`config.mk`:
```
export PLATFORM = sky130hd
export DESIGN_NAME = sample_accumulator_flat
export DESIGN_NICKNAME = d
export VERILOG_FILES = /design/src/rtl/sample_accumulator_pkg.sv /design/src/rtl/sample_accumulator_if.sv /design/src/rtl/sample_accumulator_adder.sv /design/src/rtl/sample_accumulator.sv /design/src/flat_wrapper.sv
export SDC_FILE = /design/constraint.sdc
export NUM_CORES = 1
export LEC_CHECK = 0
export ABC_AREA = 1
export BUFFER_PORTS_ARGS = -buffer_cell sky130_fd_sc_hd__buf_2
export CAP_MARGIN = 20
export CORE_MARGIN = 2
export CORE_UTILIZATION = 40
export CTS_CLUSTER_SIZE = 10
export DETAILED_ROUTE_END_ITERATION = 16
export GPL_TIMING_DRIVEN = 0
export PLACE_DENSITY = 0.67
export SYNTH_ARGS = -nofsm -noshare
export SYNTH_HDL_FRONTEND = slang
export SYNTH_SLANG_ARGS = --single-unit
```
`constraint.sdc`:
```
create_clock -name clk -period 6.5 [get_ports clk]
set_clock_uncertainty 0.2 [all_clocks]
set_input_delay 0.65 -clock clk [delete_from_list [all_inputs] [get_ports clk]]
set_output_delay 0.65 -clock clk [all_outputs]
set_load 0.01 [all_outputs]
```
`src/rtl/sample_accumulator_pkg.sv`:
```
// Shared types and widths for the windowed sample accumulator.
package accum_pkg;

    localparam int DATA_W = 16;

    typedef enum logic [1:0] {
        IDLE = 2'd0,
        ADD  = 2'd1,
        DONE = 2'd2,
        ERR  = 2'd3
    } accum_state_t;

endpackage : accum_pkg

```
`src/rtl/sample_accumulator_if.sv`:
```
// Sample-in / window-total-out bundle between the sample source and the accumulator.
interface sample_accumulator_if;
    import accum_pkg::*;

    logic              clear;
    logic              data_ready;
    logic [DATA_W-1:0] data_in;
    logic              busy;
    logic              sum_valid;
    logic [DATA_W-1:0] sum_out;
    logic              overflow_err;

    modport master (
        output clear, data_ready, data_in,
        input  busy, sum_valid, sum_out, overflow_err
    );

    modport slave (
        input  clear, data_ready, data_in,
        output busy, sum_valid, sum_out, overflow_err
    );
endinterface : sample_accumulator_if

```
`src/rtl/sample_accumulator_adder.sv`:
```
// Combinational 16-bit unsigned adder; the carry-out is reported as overflow.
module adder_16bit
    import accum_pkg::*;
(
    input  logic [DATA_W-1:0] a_i,
    input  logic [DATA_W-1:0] b_i,
    input  logic              carry_in_i,
    output logic [DATA_W-1:0] sum_o,
    output logic              overflow_o
);

    // Widen by one bit so the carry-out falls into the top bit.
    always_comb begin
        {overflow_o, sum_o} = {1'b0, a_i} + {1'b0, b_i} + {{DATA_W{1'b0}}, carry_in_i};
    end

endmodule : adder_16bit

```
`src/rtl/sample_accumulator.sv`:
```
// Windowed accumulator: sums NUM_SAMPLES unsigned samples, then presents the
// window total for one cycle. An overflowing window parks in ERR until clear.
//
//  state | meaning
//  IDLE  | ready for a sample (busy=0)
//  ADD   | add captured sample into the running total
//  DONE  | window complete; publish total, reset acc/count
//  ERR   | total exceeded 16 bits; wait for clear or reset
module sample_accumulator
    import accum_pkg::*;
#(
    parameter int unsigned NUM_SAMPLES = 8
) (
    input  logic                 clk,
    input  logic                 n_rst,
    sample_accumulator_if.slave  bus
);

    localparam int                CNT_W    = $clog2(NUM_SAMPLES + 1);
    localparam logic [CNT_W-1:0]  CNT_LAST = CNT_W'(NUM_SAMPLES - 1);

    accum_state_t      state_q, state_d;
    logic [DATA_W-1:0] acc_q, acc_d;
    logic [DATA_W-1:0] sample_q, sample_d;
    logic [CNT_W-1:0]  count_q, count_d;
    logic [DATA_W-1:0] sum_out_q, sum_out_d;
    logic              sum_valid_q, sum_valid_d;
    logic              ovf_err_q, ovf_err_d;

    logic [DATA_W-1:0] add_sum;
    logic              add_ovf;

    adder_16bit u_adder (
        .a_i        (acc_q),
        .b_i        (sample_q),
        .carry_in_i (1'b0),
        .sum_o      (add_sum),
        .overflow_o (add_ovf)
    );

    // Next-state and datapath decode; clear overrides every state.
    always_comb begin
        state_d     = state_q;
        acc_d       = acc_q;
        sample_d    = sample_q;
        count_d     = count_q;
        sum_out_d   = sum_out_q;
        sum_valid_d = 1'b0;
        ovf_err_d   = ovf_err_q;

        if (bus.clear) begin
            state_d   = IDLE;
            acc_d     = '0;
            sample_d  = '0;
            count_d   = '0;
            ovf_err_d = 1'b0;
        end else begin
            case (state_q)
                IDLE: begin
                    if (bus.data_ready) begin
                        sample_d = bus.data_in;
                        state_d  = ADD;
                    end
                end
                ADD: begin
                    if (add_ovf) begin
                        ovf_err_d = 1'b1;
                        state_d   = ERR;
                    end else begin
                        acc_d   = add_sum;
                        count_d = count_q + CNT_W'(1);
                        state_d = (count_q == CNT_LAST) ? DONE : IDLE;
                    end
                end
                DONE: begin
                    // Output registers load here so the pulse and the total appear together.
                    sum_out_d   = acc_q;
                    sum_valid_d = 1'b1;
                    acc_d       = '0;
                    count_d     = '0;
                    state_d     = IDLE;
                end
                ERR: begin
                    state_d = ERR;
                end
                default: begin
                    state_d = IDLE;
                end
            endcase
        end
    end

    // State and datapath registers.
    always_ff @(posedge clk or negedge n_rst) begin
        if (!n_rst) begin
            state_q     <= IDLE;
            acc_q       <= '0;
            sample_q    <= '0;
            count_q     <= '0;
            sum_out_q   <= '0;
            sum_valid_q <= 1'b0;
            ovf_err_q   <= 1'b0;
        end else begin
            state_q     <= state_d;
            acc_q       <= acc_d;
            sample_q    <= sample_d;
            count_q     <= count_d;
            sum_out_q   <= sum_out_d;
            sum_valid_q <= sum_valid_d;
            ovf_err_q   <= ovf_err_d;
        end
    end

    assign bus.busy         = (state_q != IDLE);
    assign bus.sum_valid    = sum_valid_q;
    assign bus.sum_out      = sum_out_q;
    assign bus.overflow_err = ovf_err_q;

endmodule : sample_accumulator
```
`src/flat_wrapper.sv`:
```
// flat-port wrapper written by rule: the top's interface ports become plain ports
module sample_accumulator_flat import accum_pkg::*;
#(
    parameter int unsigned NUM_SAMPLES = 8
)
  (clk, n_rst, bus_clear, bus_data_ready, bus_data_in, bus_busy, bus_sum_valid, bus_sum_out, bus_overflow_err);
  sample_accumulator_if bus_i ();
  input  logic clk;
  input  logic n_rst;
  input wire logic [$bits(bus_i.clear)-1:0] bus_clear;
  input wire logic [$bits(bus_i.data_ready)-1:0] bus_data_ready;
  input wire logic [$bits(bus_i.data_in)-1:0] bus_data_in;
  output wire logic [$bits(bus_i.busy)-1:0] bus_busy;
  output wire logic [$bits(bus_i.sum_valid)-1:0] bus_sum_valid;
  output wire logic [$bits(bus_i.sum_out)-1:0] bus_sum_out;
  output wire logic [$bits(bus_i.overflow_err)-1:0] bus_overflow_err;
  assign bus_i.clear = bus_clear;
  assign bus_i.data_ready = bus_data_ready;
  assign bus_i.data_in = bus_data_in;
  assign bus_busy = bus_i.busy;
  assign bus_sum_valid = bus_i.sum_valid;
  assign bus_sum_out = bus_i.sum_out;
  assign bus_overflow_err = bus_i.overflow_err;
  sample_accumulator #(.NUM_SAMPLES(NUM_SAMPLES)) u_core (.clk(clk), .n_rst(n_rst), .bus(bus_i));
endmodule
```
### After elaboration in Yosys (flattened, before gate mapping)

Index checks and enable logic that the tools add are counted.

* register bits: 56
* bits of input ports: 20
* output and inout bits: 19
* word-level logic and storage cells: 46

* $add $sub $neg: 2
* equal/unequal tests: 6
* mux-type cells: 19
* bitwise logic cells: 1
* reductions and logical operators: 11

Operators with widths (count)
* 16-bit two-way mux: 5
* 16-bit one-hot mux with 2 select lines: 1
* 16-bit by 16-bit adder with 17-bit output: 1
* 2-bit nonzero test: 5
* 2-bit two-way mux: 4
* 4-bit two-way mux: 2
* 2-bit one-hot mux with 4 select lines: 1
* 4-bit one-hot mux with 2 select lines: 1
* 2-bit AND reduction: 4
* 3-bit inequality test (second input constant): 2
* 1-bit two-way mux: 5
* 4-bit by 1-bit adder with 4-bit output (second input constant): 1
* 2-bit equality test (second input constant): 2
* 4-bit by 3-bit equality test with 1-bit output (second input constant): 1
* 3-bit nonzero test: 1
* 2-bit by 1-bit equality test with 1-bit output (second input constant): 1
* 2-bit logical NOT: 1
* 1-bit inverter: 1

### Longest topological paths before layout

Gate-level depths: netlist of run 1.

* depth in word-level cells: 5
* gate-level depth with buffers: 12
* mapped depth without buffers: 12

### Cells and area by module

From an unflattened synthesis of run 1, not the netlist that was laid out.

* cells, all modules: 440
* area, all modules: 3354.5 um^2

By module, submodules not included
* sample_accumulator: times used 1, cells each 256, area an instance 2368.5 um^2, seq. area each 1401.3 um^2
* adder_16bit: times used 1, cells each 184, area an instance 985.9 um^2, seq. area each 0.0 um^2

### Worst setup path before layout of run 1

Ideal clock, no wire load.

* kind: reg2reg
* start: reg u_core.sample_q[0]
* end: reg u_core.acc_q[4]
* library setup time: 0.066 ns
* data arrival time: 1.869 ns
* required time: 6.234 ns
* setup slack: 4.366 ns
* cell stages (with the launch flop): 13
* buffers on the path: 1
* clock period less this slack: 2.134 ns
* cell sequence: dfrtp_1 ha_1 fa_1 nand3_1 nand3_1 nand2_1 nand2_2 nand2_2 nand3_4 nor2_8 buf_6 nand2_1 nand2_1

* cells in the longest elaborated chain, start to end: 4
* elaborated cells between the ends (all ways): 6
* those cells by class: 1 x add/sub; 1 x eq/ne; 3 x mux; 1 x reduce/logical

RTL lines
* start, declared: RTL line sample_accumulator.sv:24 `logic [DATA_W-1:0] sample_q, sample_d;`
* start signal, assigned: RTL line sample_accumulator.sv:106 `sample_q <= sample_d;`
* 16-bit by 16-bit adder with 17-bit output (*): RTL line sample_accumulator_adder.sv:14 `{overflow_o, sum_o} = {1'b0, a_i} + {1'b0, b_i} + {{DATA_W{1'b0}}, carry_in_i};`
* 16-bit two-way mux: RTL line sample_accumulator.sv:66 `if (add_ovf) begin`
* 16-bit one-hot mux with 2 select lines: RTL line sample_accumulator.sv:58 `case (state_q)`
* 16-bit two-way mux: RTL line sample_accumulator.sv:51 `if (bus.clear) begin`
* end signal, assigned: RTL line sample_accumulator.sv:97 `acc_q <= '0;`
* end signal, assigned: RTL line sample_accumulator.sv:105 `acc_q <= acc_d;`
* end, declared: RTL line sample_accumulator.sv:23 `logic [DATA_W-1:0] acc_q, acc_d;`

Every way passes the cells marked *; elsewhere a longest branch is shown, timed or not. The select of a mux whose other input is x is not followed.
A chain may end at the register's enable or synchronous reset.

### Worst setup path in the final report of run 1

* start: reg u_core.sample_q[0]
* end: reg u_core.count_q[0]

* cells in the longest elaborated chain, start to end: 3

RTL lines
* 16-bit by 16-bit adder with 17-bit output: RTL line sample_accumulator_adder.sv:14
* 3-bit inequality test (no line)
* 2-bit AND reduction (no line)
* end signal, assigned: RTL line sample_accumulator.sv:107 `count_q <= count_d;`
* end, declared: RTL line sample_accumulator.sv:25 `logic [CNT_W-1:0] count_q, count_d;`

Every way passes these cells.

==> results of run 1 <==
[cells in the mapped netlist (2+ instances only)]
cell type                  instances  share of area (%)
sky130_fd_sc_hd__nor2_1           21                2.4
sky130_fd_sc_hd__clkbuf_1          4               0.46
sky130_fd_sc_hd__o21bai_1          2               0.46
sky130_fd_sc_hd__xnor2_1           2               0.53
sky130_fd_sc_hd__buf_2             4               0.61
sky130_fd_sc_hd__inv_2             3               0.34
sky130_fd_sc_hd__dfrtp_1          56                 43
sky130_fd_sc_hd__nand2_2           6                1.1
sky130_fd_sc_hd__nand2_1         162                 19
sky130_fd_sc_hd__ha_1             17                6.5
sky130_fd_sc_hd__inv_1            61                7.0
sky130_fd_sc_hd__xor2_1            6                1.6
sky130_fd_sc_hd__nand3_1          50                7.6
sky130_fd_sc_hd__nand4_1           2               0.38
sky130_fd_sc_hd__o21ai_0          15                2.3
sky130_fd_sc_hd__o21ai_1           4               0.61
sky130_fd_sc_hd__nor3_1            2               0.31
sky130_fd_sc_hd__buf_6             2               0.69
sky130_fd_sc_hd__a21oi_1           9                1.4
[cells in the final DEF, fill, tap and decap left out, types with 3 or more instances in the layout]
cell                       instances
sky130_fd_sc_hd__a21oi_1           9
sky130_fd_sc_hd__buf_2            42
sky130_fd_sc_hd__clkbuf_1          5
sky130_fd_sc_hd__clkbuf_8          5
sky130_fd_sc_hd__dfrtp_1          56
sky130_fd_sc_hd__ha_1             17
sky130_fd_sc_hd__inv_1            61
sky130_fd_sc_hd__inv_2             3
sky130_fd_sc_hd__nand2_1         162
sky130_fd_sc_hd__nand2_2           6
sky130_fd_sc_hd__nand3_1          50
sky130_fd_sc_hd__nor2_1           21
sky130_fd_sc_hd__o21ai_0          15
sky130_fd_sc_hd__o21ai_1           4
sky130_fd_sc_hd__xor2_1            6
[critical path, stage by stage (launching register included)]
cell and delay [ps]:
sky130_fd_sc_hd__dfrtp_1 410, sky130_fd_sc_hd__ha_1 230, sky130_fd_sc_hd__fa_1 450, sky130_fd_sc_hd__nand3_1 110, sky130_fd_sc_hd__nand3_1 120, sky130_fd_sc_hd__nand2_1 100
sky130_fd_sc_hd__nand2_2 80, sky130_fd_sc_hd__nand2_2 110, sky130_fd_sc_hd__nand3_4 140, sky130_fd_sc_hd__nor2_8 180, sky130_fd_sc_hd__buf_6 160, sky130_fd_sc_hd__nand2_1 60
sky130_fd_sc_hd__nand2_1 70
[state kept, by name, summed over array words and instances, names as in the netlist]
register                 flops
u_core.acc_q                16
u_core.bus.overflow_err      1
u_core.bus.sum_out          16
u_core.bus.sum_valid         1
u_core.count_q               4
u_core.sample_q             16
u_core.state_q               2
[per-stage QoR]
stage / instance area (um^2) / utilization [%] / total power [mW] / hold slack [ps] / setup WS [ps]
after floorplan: 3279 / - / 0.4900 / 154.4 / 4366
after global placement: 3601 / 44.50 / 0.5353 / 249.1 / 4090
after detailed placement: 3621 / 44.74 / 0.5395 / 254.0 / 4038
after CTS: 3710 / 45.84 / 0.7327 / 104.4 / 4008
after global routing: 3710 / 45.84 / 0.7768 / 119.7 / 3867
final: 3710 / 45.84 / 0.7249 / 98.90 / 4013
[final cells by class]
class | count | area share (%)
Tap cell | 105 | 3.541
Clock inverter | 2 | 0.4384
Buffer | 11 | 1.754
Timing Repair Buffer | 39 | 5.666
Clock buffer | 6 | 1.956
Sequential cell | 56 | 37.77
Multi-Input combinational cell | 310 | 42.29
Inverter | 65 | 6.577
[worst min-delay path by stage]
stage               slack [ps]                     to             startpoint  cells after the start
floorplan                  150        u_core.acc_q[0]                  n_rst                      0
global placement           250  u_core.bus.sum_out[0]  u_core.bus.sum_out[0]                      2
detailed placement         250  u_core.bus.sum_out[0]  u_core.bus.sum_out[0]                      2
CTS                        100    u_core.sample_q[10]                  n_rst                      1
global route               120    u_core.sample_q[13]                  n_rst                      1
finish                     100    u_core.sample_q[13]                  n_rst                      1
[logic make-up after synthesis]
group | synth area share, %
simple gates | 32.85
fa+ha+maj | 7.096
compound gates | 5.761
xor+xnor | 2.137
flops | 42.73
buf+inv | 9.424
[metal layers]
| metal | up-vias | track usage, % | routed length [um] |
|---|---|---|---|
| li1 | 1481 | - | - |
| met1 | 1208 | 24.28 | 3459 |
| met2 | 55 | 28.99 | 3201 |
| met3 | 6 | 2.873 | 369 |
| met4 | 0 | 4.227 | 81 |
| met5 | - | 0 | 0 |
[power by group]
part | switching, mW | leakage [nW] | internal [mW]
sequential | 0.0185 | 0.756 | 0.369
combinational | 0.0909 | 1.40 | 0.0534
clock | 0.116 | 0.0414 | 0.0770
==> impl_summary.txt, run 1 <==
----------------------------------------------------
[Outcome]
  Outcome ... complete, no violations

[GRT]
  Pin count of the biggest net entering global routing ... 37
  Number of global-route vias before repair ... 2,606
  Antenna violations before repair ... 0
  Wire length of the first global-routing pass ... 12,310 um
  Total global-route track usage ... about 18%
  Overflow left after global routing ... 0

[Placement]
  Number of input and output port buffers inserted ... 38
  Cell Count Post-Placement ... 586
  Post-detailed-placement half-perimeter wirelength ... between 5000 and 6000 um
  Final weighted congestion of routability-driven global placement ... 0.9351

[Final layout]
  Filler instances ... between 800 and 900
  Antenna diode count ... 0
  Final layout net count ... 526
  Share of final-layout standard cells stronger than drive strength 1 ... 14.31%
  Growth of design area from synthesis to finish ... 13.12%
  Area of combinational cells with multiple inputs ... 1569 um^2
  Total area of sequential cells ... 1401 um^2
  Final cell count without fillers ... slightly below 600

[Floorplanning]
  X dimension of the die ... 94.55 um
  Y dimension of the die ... 94.55 um
  Number of rows in the core area ... 33
  Number of top-level pins ... 39
  Core Area ... 8093 um^2
  Die area ... 8939 um^2
  Starting density of the core ... 40.52%

[CTS]
  Skew-Pair Late Insertion Delay ... 310 ps
  Clock root buffer master ... sky130_fd_sc_hd__clkbuf_8
  Resized Gates After CTS ... 0
  Number of buffers inserted by hold repair at cts ... 0
  Clock-pin slew of the registers on the worst-case setup and hold paths ... 100 ps
  Count of buffers added by post-CTS timing repair for setup ... 0
  Clock Sink Count ... 56
  Number of levels the H-tree was split into ... 2
  Clk buf depth ... 2
  Number of buffers created by CTS ... 5
  CTS tree ... done

[Run]
  Count of maximum capacitance violations ... 0

[Yosys]
  Synth Instances ... 442
  Average cell area after synthesis ... 7.419 um^2
  Number of enable flip-flop cells after synthesis ... 0
  Number of synthesized register bits ... 56
  Area of the mapped netlist ... between 3000 and 4000 um^2
  Synthesis warning total ... 0
  Netlist cell types ... 33
  Leading register cell type out of synthesis ... sky130_fd_sc_hd__dfrtp_1
  Syn Nets ... 480
  Register area share after synthesis ... 42.73%
  Synth async-reset ratio ... 100.0%

[Critical path]
  Sort of element at the end of the critical path ... flip-flop
  Sort of element at the start of the critical path ... flip-flop
  Largest driver fanout on the critical path ... 10
  CP endpoint ... u_core.count_q[0]
  Reg2reg setup slack ... 4010 ps
  Count of cells along the worst register-to-register path ... 12
  Worst Path Required ... 6550 ps
  Launching instance or port of the critical path ... u_core.sample_q[0]
  Origin of the critical flop-to-flop path ... u_core.sample_q[0]
  Worst reg2reg path endpoint ... u_core.count_q[0]
  Critical path start-end classification ... flip-flop to flip-flop
  Data arrival time of the worst path ... 2540 ps

[STA]
  Fin Setup TNS ... 0 ps
  Fmax achieved ... 402.1 MHz
  Number of endpoints with negative hold slack in the final report ... 0
  RSZ-0062 raised after global routing ... false
  Part of the cycle the worst path needs ... 38.26%
  Headroom to the max-slew limit ... ~60%
  Final slew viol count ... 0
  Measured slew at the worst slew-check pin ... ~580 ps
  Final count of negative-setup-slack endpoints ... 0
  Shortest period the worst path allows ... between 2000 and 2500 ps

[Power]
  IR Drop Worst-Case VDD ... ~0.000094 V
  PwrDens ... ~200 nW/um^2
  Leakage ... 2.201 nW

[Route]
  DRC Markers ... 0
  Detailed Routing Iterations Pass 1 ... 4
  Remaining antenna violation count ... 0
  Total wire length after detailed routing ... 7110 um
  Total vias in the final route ... between 2,000 and 3,000
  WL/cell ... 11.97 um
  Vias per cell ... 4.630
  Starting DRC count in detailed routing ... 149

[Worst hold path]
  Class of the tightest hold or removal check ... primary input to asynchronous set/reset pin

----------------------------------------------------
No activity file was read; power rests on OpenSTA's default activity.
==> inputs of run 2 (changes only) <==
--- a/config.mk
+++ b/config.mk
@@ -5,7 +5,7 @@
 export SDC_FILE = /design/constraint.sdc
 export NUM_CORES = 1
 export LEC_CHECK = 0
-export ABC_AREA = 1
+export ABC_AREA = 0
 export BUFFER_PORTS_ARGS = -buffer_cell sky130_fd_sc_hd__buf_2
 export CAP_MARGIN = 20
 export CORE_MARGIN = 2
@@ -13,7 +13,7 @@
 export CTS_CLUSTER_SIZE = 10
 export DETAILED_ROUTE_END_ITERATION = 16
 export GPL_TIMING_DRIVEN = 0
-export PLACE_DENSITY = 0.67
+export PLACE_DENSITY = 0.68
 export SYNTH_ARGS = -nofsm -noshare
 export SYNTH_HDL_FRONTEND = slang
 export SYNTH_SLANG_ARGS = --single-unit
==> constraint.sdc (replaced) <==
create_clock -name clk -period 2.35 [get_ports clk]
set_clock_uncertainty 0.2 [all_clocks]
set_input_delay 0.235 -clock clk [delete_from_list [all_inputs] [get_ports clk]]
set_output_delay 0.235 -clock clk [all_outputs]
set_load 0.01 [all_outputs]
==> impl_summary.txt, run 2 <==
----------------------------------------------------
[Outcome]
  Outcome ... finished with violations
  Violated checks ... negative setup slack

[Yosys]
  Compound-Gate Fraction of Synth Area ... 21.01%
  Netlist cell types ... 44
  Leading post-synthesis cells by cell area ... sky130_fd_sc_hd__dfrtp_1 49%, sky130_fd_sc_hd__a22o_1 9.3%, sky130_fd_sc_hd__ha_1 7.5%
  Library cell with the highest instance count after synthesis ... sky130_fd_sc_hd__dfrtp_1
  Number of enable flip-flop cells after synthesis ... 0
  Synth async-reset ratio ... 100.0%
  Synth Instances ... 242
  Area fraction in and, or, nand and nor cells after synthesis ... 8.634%
  Number of synthesized register bits ... 56
  Leading register cell type out of synthesis ... sky130_fd_sc_hd__dfrtp_1
  Register area share after synthesis ... between 40 and 50%
  Mux contribution to synthesized area ... 6.740%
  Cell type contributing the most total cell area after synthesis ... sky130_fd_sc_hd__dfrtp_1
  Area share of xor/xnor cells in the synthesized design ... 3.392%
  Syn Nets ... 280
  Synth top cells by count ... 56 x sky130_fd_sc_hd__dfrtp_1, 30 x sky130_fd_sc_hd__a22o_1, 17 x sky130_fd_sc_hd__ha_1, 17 x sky130_fd_sc_hd__mux2_2, 15 x sky130_fd_sc_hd__a21oi_1
  Largest family of logic cells by synthesized area ... compound AO/OA/AOI/OAI gates
  Fraction of post-synthesis cell area in the top cell type by area ... 49.34%
  Average cell area after synthesis ... approximately 12 um^2
  Area of the mapped netlist ... 2840 um^2
  Synthesis warning total ... 0
  Post-Synth Adder-Cell Area ... 8.194%

[Route]
  Remaining antenna violation count ... 0
  Vias per cell ... approximately 5.3
  Total vias in the final route ... around 2,200
  Total wire length after detailed routing ... 6151 um
  Starting DRC count in detailed routing ... 91
  DRC Markers ... 0
  WL/cell ... 14.75 um
  Detailed Routing Iterations Pass 1 ... 4

[Power]
  Overall power of the completed layout ... 1.825 mW
  Leakage ... 1.867 nW
  IR Drop Worst-Case VDD ... ~0.00018 V
  PwrDens ... around 500 nW/um^2

[STA]
  Headroom to the max-slew limit ... 56.58%
  Worst setup slack after layout ... -544.6 ps
  Shortest period the worst path allows ... 2895 ps
  Final count of negative-setup-slack endpoints ... 23
  Part of the cycle the worst path needs ... 123.2%
  Fmax achieved ... roughly 350 MHz
  Measured slew at the worst slew-check pin ... 651.3 ps
  RSZ-0062 raised after global routing ... true
  Number of endpoints with negative hold slack in the final report ... 0
  Final slew viol count ... 0

[Critical path]
  Data arrival time of the worst path ... 2890 ps
  Sort of element at the end of the critical path ... flip-flop
  Largest driver fanout on the critical path ... 7
  Critical path start-end classification ... flip-flop to flip-flop
  Sort of element at the start of the critical path ... flip-flop
  Worst Path Required ... 2350 ps

[Worst hold path]
  Class of the tightest hold or removal check ... primary input to asynchronous set/reset pin

[Placement]
  Worst-case setup slack after placement ... -760.6 ps
  Final weighted congestion of routability-driven global placement ... 0.8435
  Post-detailed-placement half-perimeter wirelength ... 4317 um
  Number of input and output port buffers inserted ... 38
  Cell Count Post-Placement ... approximately 380

[Final layout]
  Filler instances ... roughly 640
  Antenna diode count ... 0
  Most frequent cells in the layout ... 56 x sky130_fd_sc_hd__dfrtp_1, 38 x sky130_fd_sc_hd__buf_2, 30 x sky130_fd_sc_hd__a22o_1
  Share of final-layout standard cells stronger than drive strength 1 ... 28.35%
  Final layout net count ... 358
  Growth of design area from synthesis to finish ... 28.02%
  Commonest non-fill, non-tap cell in the layout ... sky130_fd_sc_hd__dfrtp_1
  Final cell count without fillers ... 417

[Floorplanning]
  Die area ... a little under 8000 um^2
  Starting density of the core ... 41.58%
  Y dimension of the die ... 88.27 um
  Number of top-level pins ... 39
  Core Area ... 6832 um^2
  Number of rows in the core area ... 30
  X dimension of the die ... 88.27 um

[GRT]
  Number of global-route vias before repair ... around 2,100
  Pin count of the biggest net entering global routing ... 37
  Wire length of the first global-routing pass ... 10,330 um
  Overflow left after global routing ... 0
  Antenna violations before repair ... 0
  Total global-route track usage ... between 10% and 20%

[CTS]
  Number of buffers created by CTS ... 5
  Skew-Pair Late Insertion Delay ... 310 ps
  Clock Sink Count ... 56
  Clk buf depth ... 2
  CTS tree ... done
  Clock-pin slew of the registers on the worst-case setup and hold paths ... 100 ps
  Clock root buffer master ... sky130_fd_sc_hd__clkbuf_8
  Number of levels the H-tree was split into ... 2

[Run]
  Count of maximum capacitance violations ... 0

----------------------------------------------------
-- run 2: cell count changes after synthesis, sizes merged, moves of 4 or more --
| cell | before | now |
|---|---|---|
| inv | 64 | 7 |
| o211ai | 0 | 4 |
| nand2 | 168 | 9 |
| buf | 7 | 3 |
| a22o | 0 | 30 |
| nor2 | 23 | 10 |
| mux2 | 0 | 17 |
| o21ai | 20 | 6 |
| xnor2 | 2 | 7 |
| nand3 | 51 | 4 |
| a21oi | 11 | 15 |
| a21o | 0 | 6 |
-- run 2: report_power, final --
| part | switching [mW] | internal [mW] | total, mW |
|---|---|---|---|
| registers | 0.0269 | 0.995 | 1.02 |
| logic | 0.136 | 0.130 | 0.266 |
| clock network | 0.301 | 0.236 | 0.537 |
-- run 2: routing by layer --
layer  part of all wire (%)  global-route usage [%]  wire [um]  up-vias
met5                      0                       0          0        -
met4                    1.4                   4.683         84        0
met3                    4.1                   2.425        254        8
met2                     46                   26.59       2813       46
met1                     49                   25.11       2999     1084
li1                       -                       -          -     1075
-- run 2: final timing paths --
| kind | startpoint | end | slack (ps) | depth (start not counted) |
|---|---|---|---|---|
| max in group asynchronous | n_rst | u_core.acc_q[0] | 1180 | 3 |
| min | n_rst | u_core.bus.sum_out[9] | 210 | 2 |
| min reg2reg | u_core.bus.sum_out[4] | u_core.bus.sum_out[4] | 310 | 1 |
| max reg2reg | u_core.acc_q[0] | u_core.acc_q[15] | -540 | 10 |
| max | u_core.acc_q[0] | u_core.acc_q[15] | -540 | 10 |
| min in group clk | bus_clear | u_core.acc_q[8] | 230 | 4 |
-- run 2: cell type report --
class / instances / area, um^2 / area share [%]
Inverter: 7 / 26.28 / 0.7226
Buffer: 8 / 50.05 / 1.376
Multi-Input combinational cell: 170 / 1391 / 38.27
Clock inverter: 2 / 10.01 / 0.2753
Tap cell: 96 / 120.1 / 3.304
Sequential cell: 56 / 1401 / 38.54
Clock buffer: 6 / 82.58 / 2.271
Timing Repair Buffer: 72 / 554.3 / 15.24
-- run 2: critical path, cell delays in order, from the launching register on --
cell	delay, ps
sky130_fd_sc_hd__dfrtp_1	410
sky130_fd_sc_hd__ha_2	190
sky130_fd_sc_hd__fa_2	340
sky130_fd_sc_hd__a21o_1	180
sky130_fd_sc_hd__a221o_1	360
sky130_fd_sc_hd__a211oi_2	300
sky130_fd_sc_hd__o21ai_4	120
sky130_fd_sc_hd__o21a_1	190
sky130_fd_sc_hd__buf_6	140
sky130_fd_sc_hd__clkbuf_16	150
sky130_fd_sc_hd__a32o_1	200
-- run 2: logic make-up after synthesis --
logic type,Yosys count
mux,17
simple gates,45
buf+inv,16
flops,56
fa+ha+maj,18
xor+xnor,11
compound gates,79
-- run 2: timing repair --
item,CTS,global route
setup buffers,13,1
endpoints found under the setup margin,32,33
hold buffers,18,0
resized for setup,11,12
hold endpoints to repair,37,0
gates cloned,1,1
pin swaps,8,19
-- run 2: per-stage QoR --
stage	TNS [ps]	area (um^2)	hold slack (ps)	util, %
final	-11230	3636	208.6	53.22
after global placement	-15420	3156	251.8	46.19
after detailed placement	-15900	3176	28.79	46.48
after floorplan	-7489	2845	-260.6	-
after global routing	-13910	3636	243.5	53.22
after CTS	-12480	3591	223.7	52.56
==> inputs of run 3 (changes only) <==
--- a/config.mk
+++ b/config.mk
@@ -14,6 +14,7 @@
 export DETAILED_ROUTE_END_ITERATION = 16
 export GPL_TIMING_DRIVEN = 0
 export PLACE_DENSITY = 0.68
+export REMOVE_ABC_BUFFERS = 1
 export SYNTH_ARGS = -nofsm -noshare
 export SYNTH_HDL_FRONTEND = slang
 export SYNTH_SLANG_ARGS = --single-unit
==> impl_summary.txt, run 3 (synthesis results as in run 2) <==
----------------------------------------------------
[Power]
  Net switching power ... 0.4725 mW
  Switching share of total power ... 24.76%
  Overall power of the completed layout ... between 1.5 and 2 mW
  Leakage ... between 1.5 and 2 nW
  Share of total power in combinational logic ... 13.8%
  PwrDens ... 520.9 nW/um^2
  Clock power frac ... 32.7%
  IR Drop Worst-Case VDD ... roughly 0.00026 V
  Internal power ... around 1.4 mW
  Share of total power in sequential cells ... 53.5%

[STA]
  RSZ-0062 raised after global routing ... true
  Part of the cycle the worst path needs ... 123.5%
  Shortest period the worst path allows ... 2903 ps
  Fin Setup TNS ... -11,440 ps
  Fmax achieved ... 344.5 MHz
  Headroom to the max-slew limit ... 43.50%
  Final Hold Slack ... 39.25 ps
  Final count of negative-setup-slack endpoints ... 23
  Final slew viol count ... 0
  Worst setup slack after layout ... -552.5 ps
  Measured slew at the worst slew-check pin ... about 850 ps
  Number of endpoints with negative hold slack in the final report ... 0

[Critical path]
  Cells along the critical path ... ha_2, fa_2, a21o_1, a221o_1, a211oi_4, buf_4, o21ai_4, o21a_2, a22o_1
  Data arrival time of the worst path ... 2910 ps
  Highest cell delay on the worst timing path ... 410 ps
  Largest driver fanout on the critical path ... 4
  Sort of element at the end of the critical path ... flip-flop
  Sort of element at the start of the critical path ... flip-flop
  Master of the slowest instance on the critical path ... sky130_fd_sc_hd__dfrtp_1
  Critical path start-end classification ... flip-flop to flip-flop
  Worst Path Required ... 2360 ps

[Floorplanning]
  Core Area ... 6832 um^2
  Number of rows in the core area ... 30
  X dimension of the die ... ~88 um
  Number of top-level pins ... 39
  Die area ... a little under 8000 um^2
  Y dimension of the die ... 88.27 um
  Starting density of the core ... just over 40%

[Route]
  Total wire length after detailed routing ... roughly 6600 um
  DRC Markers ... 0
  Detailed Routing Iterations Pass 1 ... 4
  WL/cell ... between 15 and 20 um
  Remaining antenna violation count ... 0
  Starting DRC count in detailed routing ... 175
  Total vias in the final route ... 2,262
  Vias per cell ... between 5 and 6

[CTS]
  Skew-Pair Late Insertion Delay ... 310 ps
  Clock root buffer master ... sky130_fd_sc_hd__clkbuf_8
  Clock-pin slew of the registers on the worst-case setup and hold paths ... 100 ps
  CTS tree ... done
  Clk buf depth ... 2
  Clock Sink Count ... 56
  Number of levels the H-tree was split into ... 2
  Number of buffers created by CTS ... 5

[Final layout]
  Share of final-layout standard cells stronger than drive strength 1 ... 29.15%
  Most frequent cells in the layout ... 56 x sky130_fd_sc_hd__dfrtp_1, 38 x sky130_fd_sc_hd__buf_2, 30 x sky130_fd_sc_hd__a22o_1
  Filler instances ... 626
  Commonest non-fill, non-tap cell in the layout ... sky130_fd_sc_hd__dfrtp_1
  Antenna diode count ... 0
  Growth of design area from synthesis to finish ... 28.99%
  Final cell count without fillers ... 415
  Final layout net count ... 356

[Outcome]
  Outcome ... finished with violations
  Violated checks ... negative setup slack

[GRT]
  Wire length of the first global-routing pass ... 11,070 um
  Overflow left after global routing ... 0
  Antenna violations before repair ... 0
  Total global-route track usage ... 18.29%
  Pin count of the biggest net entering global routing ... 31
  Number of global-route vias before repair ... 2,328

[Placement]
  Worst-case setup slack after placement ... -961.2 ps
  Post-detailed-placement half-perimeter wirelength ... 4234 um
  Number of input and output port buffers inserted ... 38
  Final weighted congestion of routability-driven global placement ... 0.8867
  Cell Count Post-Placement ... 371

[Worst hold path]
  Class of the tightest hold or removal check ... primary input to flip-flop

[Run]
  Count of maximum capacitance violations ... 0

----------------------------------------------------
run 3: changes by cell type in the layout (fill, tap and decap cells not counted), moves of 2 or more:
cell / delta
sky130_fd_sc_hd__clkbuf_1: -4
sky130_fd_sc_hd__buf_4: +6
sky130_fd_sc_hd__o21a_2: +2
sky130_fd_sc_hd__buf_6: -4
run 3: repair_timing:
action | 4_1_cts | 5_1_grt
pin swaps | 8 | 6
endpoints found under the hold margin | 43 | 0
setup endpoints to repair | 23 | 23
hold buffers | 18 | 0
setup buffers | 11 | 4
resized for setup | 10 | 6
gates cloned | 5 | 0
run 3: path summary, 6_finish.rpt:
check                                       start                     end  slack (ps)  cells past startpoint
setup reg to reg                  u_core.acc_q[0]         u_core.acc_q[3]        -550                      9
max in group asynchronous                   n_rst         u_core.acc_q[4]        1110                      3
hold reg to reg            u_core.bus.sum_out[12]  u_core.bus.sum_out[12]         310                      1
min in group asynchronous                   n_rst         u_core.acc_q[8]         270                      2
hold / removal                          bus_clear         u_core.acc_q[7]          40                      2
setup / recovery                  u_core.acc_q[0]         u_core.acc_q[3]        -550                      9
run 3: layer usage:
layer / wire (um) / GRT usage, %
met1: 3120 / 24.59
met2: 3058 / 28.98
met3: 205 / 3.918
met4: 174 / 7.438
met5: 0 / 0
run 3: power by group through the flow:
stage	Combinational [mW]	Clock (mW)	Sequential, mW
after detailed placement	0.211	0	1.04
after global routing	0.291	0.679	1.03
final	0.262	0.624	1.02
after global placement	0.197	0	1.04
after floorplan	0.129	0	1.03
after CTS	0.267	0.639	1.02
run 3: layout make-up:
cell class | instances | area [um^2] | area share, %
multi-input cells | 173 | 1440 | 39.31
flip-flops and latches | 56 | 1401 | 38.25
repair buffers | 75 | 568.0 | 15.51
well taps | 96 | 120.1 | 3.279
clock buffers | 6 | 72.57 | 1.981
clock inverters | 2 | 35.03 | 0.9563
inverters | 7 | 26.28 | 0.7172
run 3: worst max-delay path, delay by kind of cell, from the launching register on:
family | cells | cell delay [ps]
adder cells (fa/ha/maj) | 2 | 540
buffers and inverters | 1 | 190
AO/OA/AOI/OAI | 6 | 1450
flip-flops | 1 | 410
run 3: per-stage QoR:
step | area [um^2] | util, %
6_report | 3664 | 53.63
2_1_floorplan | 2790 | -
4_1_cts | 3655 | 53.50
5_1_grt | 3664 | 53.63
3_3_place_gp | 3100 | 45.38
3_5_place_dp | 3157 | 46.21
